==> config.mk <==
export PLATFORM = sky130hd
export DESIGN_NAME = mod5_word_serializer
export DESIGN_NICKNAME = d
export VERILOG_FILES = /design/src/rtl/mod5_word_serializer.sv
export SDC_FILE = /design/constraint.sdc
export NUM_CORES = 1
export LEC_CHECK = 0
export CAP_MARGIN = 5
export CORE_AREA = 2 2 52 54
export CTS_BUF_LIST = sky130_fd_sc_hd__clkbuf_4 sky130_fd_sc_hd__clkbuf_8
export DETAILED_ROUTE_END_ITERATION = 16
export DIE_AREA = 0 0 54 56
export GPL_TIMING_DRIVEN = 0
export MAX_ROUTING_LAYER = met4
export PLACE_DENSITY = 0.73
export SYNTH_ARGS = -nofsm -noshare
export SYNTH_HDL_FRONTEND = slang
export SYNTH_SLANG_ARGS = --single-unit
==> constraint.sdc <==
create_clock -name clk -period 2.1 [get_ports clk]
set_input_delay 0.42 -clock clk [delete_from_list [all_inputs] [get_ports clk]]
set_output_delay 0.42 -clock clk [all_outputs]
set_load 0.005 [all_outputs]
==> src/rtl/mod5_word_serializer.sv <==
// Word-to-bit serializer feeding the serial mod-5 divisibility detector.
// Buffers one word, clears the detector before each word, flags the verdict.
module mod5_word_serializer #(
  parameter int WIDTH      = 8,
  parameter int CLR_CYCLES = 1
) (
  input  logic             clk,
  input  logic             resetn,
  input  logic             in_valid,
  output logic             in_ready,
  input  logic [WIDTH-1:0] in_data,
  output logic             ser_clr_n,
  output logic             ser_bit,
  output logic             ser_valid,
  output logic             ser_last,
  output logic             res_sample,
  output logic             busy
);

  localparam int CW = (CLR_CYCLES > 1) ? $clog2(CLR_CYCLES) : 1;
  localparam int BW = $clog2(WIDTH);
  localparam logic [CW-1:0] CLR_INIT = CW'(CLR_CYCLES - 1);
  localparam logic [BW-1:0] BIT_INIT = BW'(WIDTH - 1);

  typedef enum logic [1:0] {IDLE, CLEAR, SHIFT} state_t;

  state_t           state, state_n;
  logic [WIDTH-1:0] hold, shift_reg;
  logic             hold_full;
  logic [CW-1:0]    clr_cnt;
  logic [BW-1:0]    bit_cnt;
  logic             load, accept, clr_done, bit_done;

  assign accept   = in_valid && !hold_full;
  assign clr_done = (clr_cnt == '0);
  assign bit_done = (bit_cnt == '0);

  assign in_ready  = !hold_full;
  assign ser_valid = (state == SHIFT);
  assign ser_clr_n = (state == SHIFT);
  assign ser_bit   = (state == SHIFT) && shift_reg[WIDTH-1];
  assign ser_last  = (state == SHIFT) && bit_done;
  assign busy      = (state != IDLE) || hold_full;

  always_ff @(posedge clk or negedge resetn) begin
    if (!resetn) state <= IDLE;
    else         state <= state_n;
  end

  // load moves the held word into the shifter and empties the hold
  always_comb begin
    state_n = state;
    load    = 1'b0;
    unique case (state)
      IDLE: begin
        if (hold_full) begin
          state_n = CLEAR;
          load    = 1'b1;
        end
      end
      CLEAR: begin
        if (clr_done) state_n = SHIFT;
      end
      SHIFT: begin
        if (bit_done) begin
          if (hold_full) begin
            state_n = CLEAR;
            load    = 1'b1;
          end else begin
            state_n = IDLE;
          end
        end
      end
      default: state_n = IDLE;
    endcase
  end

  always_ff @(posedge clk or negedge resetn) begin
    if (!resetn) begin
      hold      <= '0;
      hold_full <= 1'b0;
    end else if (accept) begin
      hold      <= in_data;
      hold_full <= 1'b1;
    end else if (load) begin
      hold_full <= 1'b0;
    end
  end

  always_ff @(posedge clk or negedge resetn) begin
    if (!resetn) begin
      shift_reg  <= '0;
      clr_cnt    <= '0;
      bit_cnt    <= '0;
      res_sample <= 1'b0;
    end else begin
      res_sample <= ser_valid && ser_last;
      if (load) begin
        shift_reg <= hold;
        clr_cnt   <= CLR_INIT;
      end else if (state == SHIFT) begin
        shift_reg <= shift_reg << 1;
        bit_cnt   <= bit_cnt - BW'(1);
      end else if (state == CLEAR) begin
        if (clr_done) bit_cnt <= BIT_INIT;
        else          clr_cnt <= clr_cnt - CW'(1);
      end
    end
  end

endmodule

==> metrics.log, run 1 <==
INFO  metric status = completed
INFO  metric clkSlewWorstSetupHoldPaths = between 0.1 and 0.15 ns
INFO  metric first_global_vias = ~750
INFO  metric syn2layout_area_growth = 25.2%
INFO  metric floorplan.die.height = roughly 56 microns
INFO  metric floorplan.initialDensity = around half
INFO  metric net_count_final = between 100 and 150
INFO  metric grt_max_degree = 24
INFO  metric fin_worst_hold_slack = between 0.5 and 0.6 ns
INFO  metric post_route_drc = 0
INFO  metric global_route.overflow_total = 0
INFO  metric via_per_inst = between 5 and 6
INFO  metric share_of_post_route_cells_with_drive_strength_above_1 = 38.6%
INFO  metric clock_sink_count = 23
INFO  metric cts.hold.buffers_added = 0
INFO  metric startpoint_to_endpoint_class_of_the_critical_path = reg -> out
INFO  metric startpoint = state[0]
INFO  metric ios = 18
INFO  metric final_hold_viol_count = 0
INFO  metric synthCells = 88
INFO  metric r2r.worst_path.cells = 6
INFO  metric num_vias = between 700 and 800
INFO  metric worstPathMaxFanout = 3
INFO  metric fin_skew = roughly 0.0074 ns
INFO  metric avgSynthCellArea = around 13 sq um
INFO  metric synth_largest_type_area_fraction = 48.6%
INFO  metric placement.io_buffers = 17
INFO  metric clk_lat_worst_skew = slightly above 0.3 ns
INFO  metric worstSetupStartpointType = register
INFO  metric clock_path_buffers = 2
INFO  metric seq_area_frac_synth = between 40% and 50%
INFO  metric regToRegEndpoint = shift_reg[0]
INFO  metric leakagePower = roughly 0.7 nW
INFO  metric syn-num-nets = 105
INFO  metric crit-reg2reg-launch = state[1]
INFO  metric fillCellCount = about 210
INFO  metric dr.pass1.iters = 1
INFO  metric min_period = 1.95 ns
INFO  metric numCtsBuffers = 3
INFO  metric yosysWarnings = 0
INFO  metric hold_path.class = reg -> reg
INFO  metric detailedPlacementHpwl = 1380 microns
INFO  metric cp-end-kind = primary output
INFO  metric ff_to_ff_setup_slack = roughly 0.38 ns
INFO  metric synth_area_leader_cell = sky130_fd_sc_hd__dfrtp_1
INFO  metric dpl_cells = roughly 140
INFO  metric routed_wire_length_per_instance = between 10 and 15 microns
INFO  metric layout_worst_path_cycle_share = 92.7%
INFO  metric insertedDiodeCount = 0
INFO  metric cts_max_level = 1
INFO  metric count_of_standard_cell_rows = 18
INFO  metric die_w = between 50 and 60 microns
INFO  metric grt_antenna_before_repair = 0
INFO  metric worst-endpoint-arrival = 1.53 ns
INFO  metric fmaxAchievable = roughly 510 MHz
INFO  metric cellPowerDensity = between 1000 and 1500 nW/um^2
INFO  metric cts.root.buffer_cell = sky130_fd_sc_hd__clkbuf_4
INFO  metric synth.cell_area = approximately 1200 sq um
INFO  metric dominant_cells_by_area_after_synthesis = sky130_fd_sc_hd__dfrtp_1 (49%), sky130_fd_sc_hd__mux2_2 (15%), sky130_fd_sc_hd__mux2_4 (8.9%)
INFO  metric routabilityCongestion = 0.706
INFO  metric timing.critical_path.required = roughly 1.7 ns
INFO  metric wirelength = slightly below 2000 microns
INFO  metric final_cell_count_no_fill = 144
INFO  metric tritoncts_clock_tree = built
INFO  metric timing.critical_path.to = ser_valid
INFO  metric timing.slew.headroom = roughly a third
INFO  metric detail-route-antenna-nets = 0
INFO  metric track_usage = between 15 and 20%
INFO  metric setup_viol = 0
INFO  metric detail_route.iter0.violations = 0
INFO  metric number_of_violations_of_the_max_capacitance_limit = 0
INFO  metric synth-seq-cells = 23
INFO  metric grt_setup_unrepaired = false
INFO  metric worst_pin_slew = just over 1 ns
INFO  metric dieArea = between 3000 and 4000 sq um
INFO  metric placeableCoreArea = 2430 sq um
INFO  metric wire_length_of_the_first_global_routing_pass = 3350 microns
INFO  metric slew_violations = 0
INFO  metric ys_types = 28
INFO  metric irDropWorstVdd = approximately 0.91 mV
[layout make-up]
class	count	area, sq um	share of cell area, %
Clock buffer	4	30.0	2.03
Multi-Input combinational cell	54	559	37.8
Buffer	6	51.3	3.46
Timing Repair Buffer	22	208	14.0
Inverter	5	18.8	1.27
Sequential cell	23	577	38.9
Tap cell	30	37.5	2.53
[worst max-delay path: stages (launching register included)]
cell and delay [ns]:
sky130_fd_sc_hd__dfrtp_1 0.42, sky130_fd_sc_hd__inv_2 0.09, sky130_fd_sc_hd__ha_4 0.14, sky130_fd_sc_hd__buf_4 0.09, sky130_fd_sc_hd__clkdlybuf4s50_1 0.48
[logic make-up after synthesis]
logic type / after synthesis / share of synthesized area, %
simple gates: 12 / 7.29
fa+ha+maj: 6 / 6.34
compound gates: 11 / 6.45
mux: 25 / 25.9
flops: 23 / 48.6
buf+inv: 11 / 5.39
[metrics by stage]
step / TNS (ns) / utilization (%) / setup slack [ns] / instance area, sq um / total power, W
after floorplan: 0 / - / 0.382 / 1180 / 0.00152
after global placement: -0.0230 / 57.2 / -0.0230 / 1390 / 0.00173
after detailed placement: -0.0545 / 57.2 / -0.0545 / 1390 / 0.00177
after CTS: -0.0638 / 60.8 / -0.0638 / 1480 / 0.00207
after global routing: 0 / 60.9 / 0.0729 / 1480 / 0.00220
final: 0 / 60.9 / 0.152 / 1480 / 0.00205
[how the worst min path moves through the flow]
stage | start | endpoint | slack (ns) | cells past startpoint
after floorplan | resetn | bit_cnt[0] | 0.12 | 0
after global placement | hold[6] | shift_reg[6] | 0.49 | 1
after detailed placement | hold[6] | shift_reg[6] | 0.49 | 1
after CTS | hold[6] | shift_reg[6] | 0.52 | 1
after global routing | hold[1] | shift_reg[1] | 0.54 | 1
final | hold[2] | shift_reg[2] | 0.52 | 1
[routing by layer]
layer  part of all wire (%)  global-route usage [%]  wire length (microns)  vias to the layer above
li1                       -                       -                      -                      362
met1                     44                    18.1                    861                      380
met2                     49                    25.4                    942                       18
met3                    5.1                    3.23                    100                        5
met4                    1.9                    6.43                     37                        0
met5                      0                       -                      0                        -
[timing repair]
| item | 4_1_cts | 5_1_grt |
|---|---|---|
| setup endpoints to repair | 3 | 1 |
| gates cloned | 0 | 0 |
| gates resized for setup | 8 | 2 |
| setup buffers | 5 | 0 |
[synthesized netlist by cell type]
cell type	instances
sky130_fd_sc_hd__buf_4	1
sky130_fd_sc_hd__nor3b_1	1
sky130_fd_sc_hd__nor3_1	1
sky130_fd_sc_hd__and4_1	1
sky130_fd_sc_hd__mux2_1	1
sky130_fd_sc_hd__buf_6	2
sky130_fd_sc_hd__a21oi_1	3
sky130_fd_sc_hd__and2_1	2
sky130_fd_sc_hd__a22o_1	1
sky130_fd_sc_hd__buf_2	2
sky130_fd_sc_hd__nand4b_1	1
sky130_fd_sc_hd__o21ai_2	1
sky130_fd_sc_hd__mux2_2	16
sky130_fd_sc_hd__nor2b_1	2
sky130_fd_sc_hd__a31oi_1	1
sky130_fd_sc_hd__and3b_4	1
sky130_fd_sc_hd__mux2i_1	1
sky130_fd_sc_hd__a41oi_1	1
sky130_fd_sc_hd__inv_1	5
sky130_fd_sc_hd__a21boi_0	1
sky130_fd_sc_hd__mux2_4	7
sky130_fd_sc_hd__o21a_1	1
sky130_fd_sc_hd__clkbuf_2	1
sky130_fd_sc_hd__nand2b_1	3
sky130_fd_sc_hd__a21boi_1	1
sky130_fd_sc_hd__ha_1	6
sky130_fd_sc_hd__dfrtp_1	23
sky130_fd_sc_hd__o22ai_1	1
[cells in the final DEF, fill, tap and decap left out, types with 2 or more instances in the layout]
cell type / count
sky130_fd_sc_hd__dfrtp_1: 22
sky130_fd_sc_hd__mux2_2: 16
sky130_fd_sc_hd__clkdlybuf4s50_1: 14
sky130_fd_sc_hd__mux2_4: 7
sky130_fd_sc_hd__buf_4: 6
sky130_fd_sc_hd__inv_1: 4
sky130_fd_sc_hd__ha_1: 4
sky130_fd_sc_hd__clkbuf_4: 4
sky130_fd_sc_hd__nand2b_1: 3
sky130_fd_sc_hd__buf_6: 3
sky130_fd_sc_hd__a21oi_1: 3
sky130_fd_sc_hd__and2_1: 2
sky130_fd_sc_hd__nor2b_1: 2
sky130_fd_sc_hd__dlygate4sd2_1: 2
[where the power goes]
part	leakage [nW]	switching, W	internal [W]
sequential	0.266	0.000111	0.000651
combinational	0.413	0.000393	0.000674
clock	0.0184	0.000132	0.0000872
No activity file was read; power rests on OpenSTA's default activity.
==> run 2, diff against run 1 <==
RECOVER_POWER = 100   (was not set)
==> run 2 against run 1 <==
Effect of this change:
- sequential share of layout area rose by 1.3 points
- combinational power is 16% lower
- clock-buffer cell count is the same
- first-iteration DRC count up 2
- largest power group unchanged
- die area is the same
- register-to-register slack got worse by 0.13 ns
- sequential cell count unchanged
- critical path type unchanged
- total power decreased by 8.5%
==> metrics.log, run 2 (synthesis gave the netlist of run 1 again) <==
INFO  metric wire_length_of_the_first_global_routing_pass = 3350 microns (unchanged)
INFO  metric numCtsBuffers = 3 (unchanged)
INFO  metric count_of_standard_cell_rows = 18 (unchanged)
INFO  metric startpoint_to_endpoint_class_of_the_critical_path = reg -> out
INFO  metric tritoncts_clock_tree = built
INFO  metric final_hold_viol_count = 0 (unchanged)
INFO  metric timing.slew.headroom = 31.1% (-0.75 points)
INFO  metric crit-reg2reg-launch = state[1]
INFO  metric worstSetupStartpointType = register
INFO  metric placement.io_buffers = 17 (unchanged)
INFO  metric routed_wire_length_per_instance = 13.4 microns (-0.51%)
INFO  metric cts_max_level = 1 (unchanged)
INFO  metric net_count_final = 132 (unchanged)
INFO  metric detail-route-antenna-nets = 0 (unchanged)
INFO  metric final_cell_count_no_fill = 144 (unchanged)
INFO  metric irDropWorstVdd = 0.878 mV (-3.5%)
INFO  metric die_w = 54 microns (unchanged)
INFO  metric cts.hold.buffers_added = 0 (unchanged)
INFO  metric grt_setup_unrepaired = false
INFO  metric regToRegEndpoint = shift_reg[5]
INFO  metric worst_path_dominant_cell_family = buffers and inverters
INFO  metric clk_lat_worst_skew = 0.31 ns (about the same)
INFO  metric insertedDiodeCount = 0 (unchanged)
INFO  metric postLayoutCellArea = 1430 sq um (-3.4%)
INFO  metric detail_route.iter0.violations = 2 (+2)
INFO  metric startpoint = state[0]
INFO  metric dr.pass1.iters = 5 (+4)
INFO  metric detailedPlace.worstSlack = -0.0545 ns (unchanged)
INFO  metric cellPowerDensity = 1310 nW/um^2 (-5.3%)
INFO  metric layout_worst_path_cycle_share = 93.9% (+1.1 points)
INFO  metric clkSlewWorstSetupHoldPaths = 0.13 ns (about the same)
INFO  metric ios = 18 (unchanged)
INFO  metric global_route.overflow_total = 0 (unchanged)
INFO  metric worst-endpoint-arrival = 1.55 ns (+0.02 ns)
INFO  metric dpl_cells = 135 (unchanged)
INFO  metric grt_antenna_before_repair = 0 (unchanged)
INFO  metric ff_to_ff_setup_slack = 0.25 ns (-0.13 ns)
INFO  metric dieArea = 3020 sq um (unchanged)
INFO  metric whs_path_depth = 1 (unchanged)
INFO  metric track_usage = 15.6% (unchanged)
INFO  metric floorplan.initialDensity = 48.7% (unchanged)
INFO  metric leakagePower = 0.656 nW (-5.9%)
INFO  metric crit_slowest_cell = sky130_fd_sc_hd__clkdlybuf4s50_1
INFO  metric min_to = shift_reg[5]
INFO  metric via_per_inst = 5.46 (+2.7%)
INFO  metric critPathBufInv = 3 (unchanged)
INFO  metric clock_sink_count = 23 (unchanged)
INFO  metric seq_area = 576 sq um (-0.22%)
INFO  metric final_core_density = 58.8% (-2.1 points)
INFO  metric layout_common_cells = sky130_fd_sc_hd__dfrtp_1 (23), sky130_fd_sc_hd__mux2_2 (16), sky130_fd_sc_hd__clkdlybuf4s50_1 (11)
INFO  metric fillCellCount = 226 (+6.1%)
INFO  metric min_period = 1.97 ns (+0.0234 ns)
INFO  metric post_route_drc = 0 (unchanged)
INFO  metric setup_tns = 0 ns (unchanged)
INFO  metric critical_path.cell_chain = inv_2, ha_4, clkbuf_4, clkdlybuf4s50_1
INFO  metric routabilityCongestion = 0.706 (unchanged)
INFO  metric cp-end-kind = primary output
INFO  metric slew_violations = 0 (unchanged)
INFO  metric r2r.worst_path.cells = 6 (unchanged)
INFO  metric placeableCoreArea = 2430 sq um (unchanged)
INFO  metric timing.critical_path.required = 1.68 ns (about the same)
INFO  metric setup_viol = 0 (unchanged)
INFO  metric fmaxAchievable = 507 MHz (-1.2%)
INFO  metric cts.root.buffer_cell = sky130_fd_sc_hd__clkbuf_4
INFO  metric hold_path.class = reg -> reg
INFO  metric most_frequent_standard_cell_in_the_layout_excluding_fill_and_tap_cells = sky130_fd_sc_hd__dfrtp_1
INFO  metric floorplan.die.height = 56 microns (unchanged)
INFO  metric number_of_violations_of_the_max_capacitance_limit = 0 (unchanged)
INFO  metric first_global_vias = 749 (unchanged)
INFO  metric worst_path_largest_cell_delay = 0.48 ns (about the same)
INFO  metric grt_max_degree = 24 (unchanged)
INFO  metric num_vias = 786 (+2.7%)
INFO  metric placement.cell_area = 1390 sq um (unchanged)
INFO  metric worst_pin_slew = 1.03 ns (+0.0110 ns)
INFO  metric detailedPlacementHpwl = 1380 microns (unchanged)
INFO  metric timing.final.ws_setup = 0.129 ns (-0.0234 ns)
INFO  metric status = completed
INFO  metric hp-start = hold[5]
INFO  metric wirelength = 1930 microns (-0.51%)
INFO  metric clock_path_buffers = 2 (unchanged)
INFO  metric syn2layout_area_growth = 20.9%
INFO  metric share_of_post_route_cells_with_drive_strength_above_1 = 27.2% (-11 points)
INFO  metric fin_skew = 0.00394 ns (-0.00351 ns)
INFO  metric multi_input_combinational_cell_area = 531 sq um (-5.1%)
INFO  metric worstPathMaxFanout = 3 (unchanged)
-- run 2: cell count changes in the layout (fill, tap and decap cells not counted), moves of 2 or more --
cell and delta:
sky130_fd_sc_hd__clkdlybuf4s50_1 -3, sky130_fd_sc_hd__buf_4 -2, sky130_fd_sc_hd__clkbuf_1 +4, sky130_fd_sc_hd__dlygate4sd3_1 +3, sky130_fd_sc_hd__buf_6 -2, sky130_fd_sc_hd__mux2_1 +7, sky130_fd_sc_hd__mux2_4 -7
-- run 2: where the power goes --
group | total, W | leakage (nW) | switching (W) | internal (W)
logic | 0.000898 | 0.371 | 0.000374 | 0.000524
clock network | 0.000220 | 0.0184 | 0.000133 | 0.0000872
registers | 0.000756 | 0.267 | 0.000106 | 0.000649
total | 0.00187 | 0.656 | 0.000614 | 0.00126
-- run 2: area by class of cell --
| class | instances | area share [%] |
|---|---|---|
| multi-input cells | 54 | 37.1 |
| inverters | 5 | 1.31 |
| flip-flops and latches | 23 | 40.2 |
| well taps | 30 | 2.62 |
| clock buffers | 4 | 2.10 |
| plain buffers | 6 | 2.45 |
| repair buffers | 22 | 14.2 |
-- run 2: worst max path at each step --
| stage | slack (ns) | endpoint | cells after the start |
|---|---|---|---|
| final | 0.13 | ser_valid | 4 |
| after global routing | 0.05 | ser_valid | 3 |
| after CTS | -0.06 | ser_bit | 5 |
| after detailed placement | -0.05 | ser_bit | 6 |
| after global placement | -0.02 | ser_bit | 6 |
| after floorplan | 0.38 | shift_reg[0] | 7 |
-- run 2: metal layers --
metal	global-route usage (%)	part of all wire [%]	vias to the layer above
li1	-	-	364
met1	18.1	45	397
met2	25.4	48	20
met3	3.23	5.1	5
met4	6.43	1.9	0
met5	-	0	-
-- run 2: what timing repair did --
action                                  in CTS  in global routing
gates resized for setup                      8                  2
buffers inserted                             5                  0
gates cloned                                 0                  0
endpoints found under the setup margin       3                  1
hold endpoints to repair                     0                  0
-- run 2: stage by stage --
stage                     power [W]  hold WS [ns]
after floorplan             0.00152         0.124
after global routing        0.00202         0.530
after detailed placement    0.00177         0.494
final                       0.00187         0.508
after global placement      0.00173         0.486
after CTS                   0.00207         0.525
==> run 3, diff against run 2 <==
ABC_CLOCK_PERIOD_IN_PS = 2100   (was not set)
==> results of run 3 <==
Final layout, timing and power as in run 2 (identical DEF).
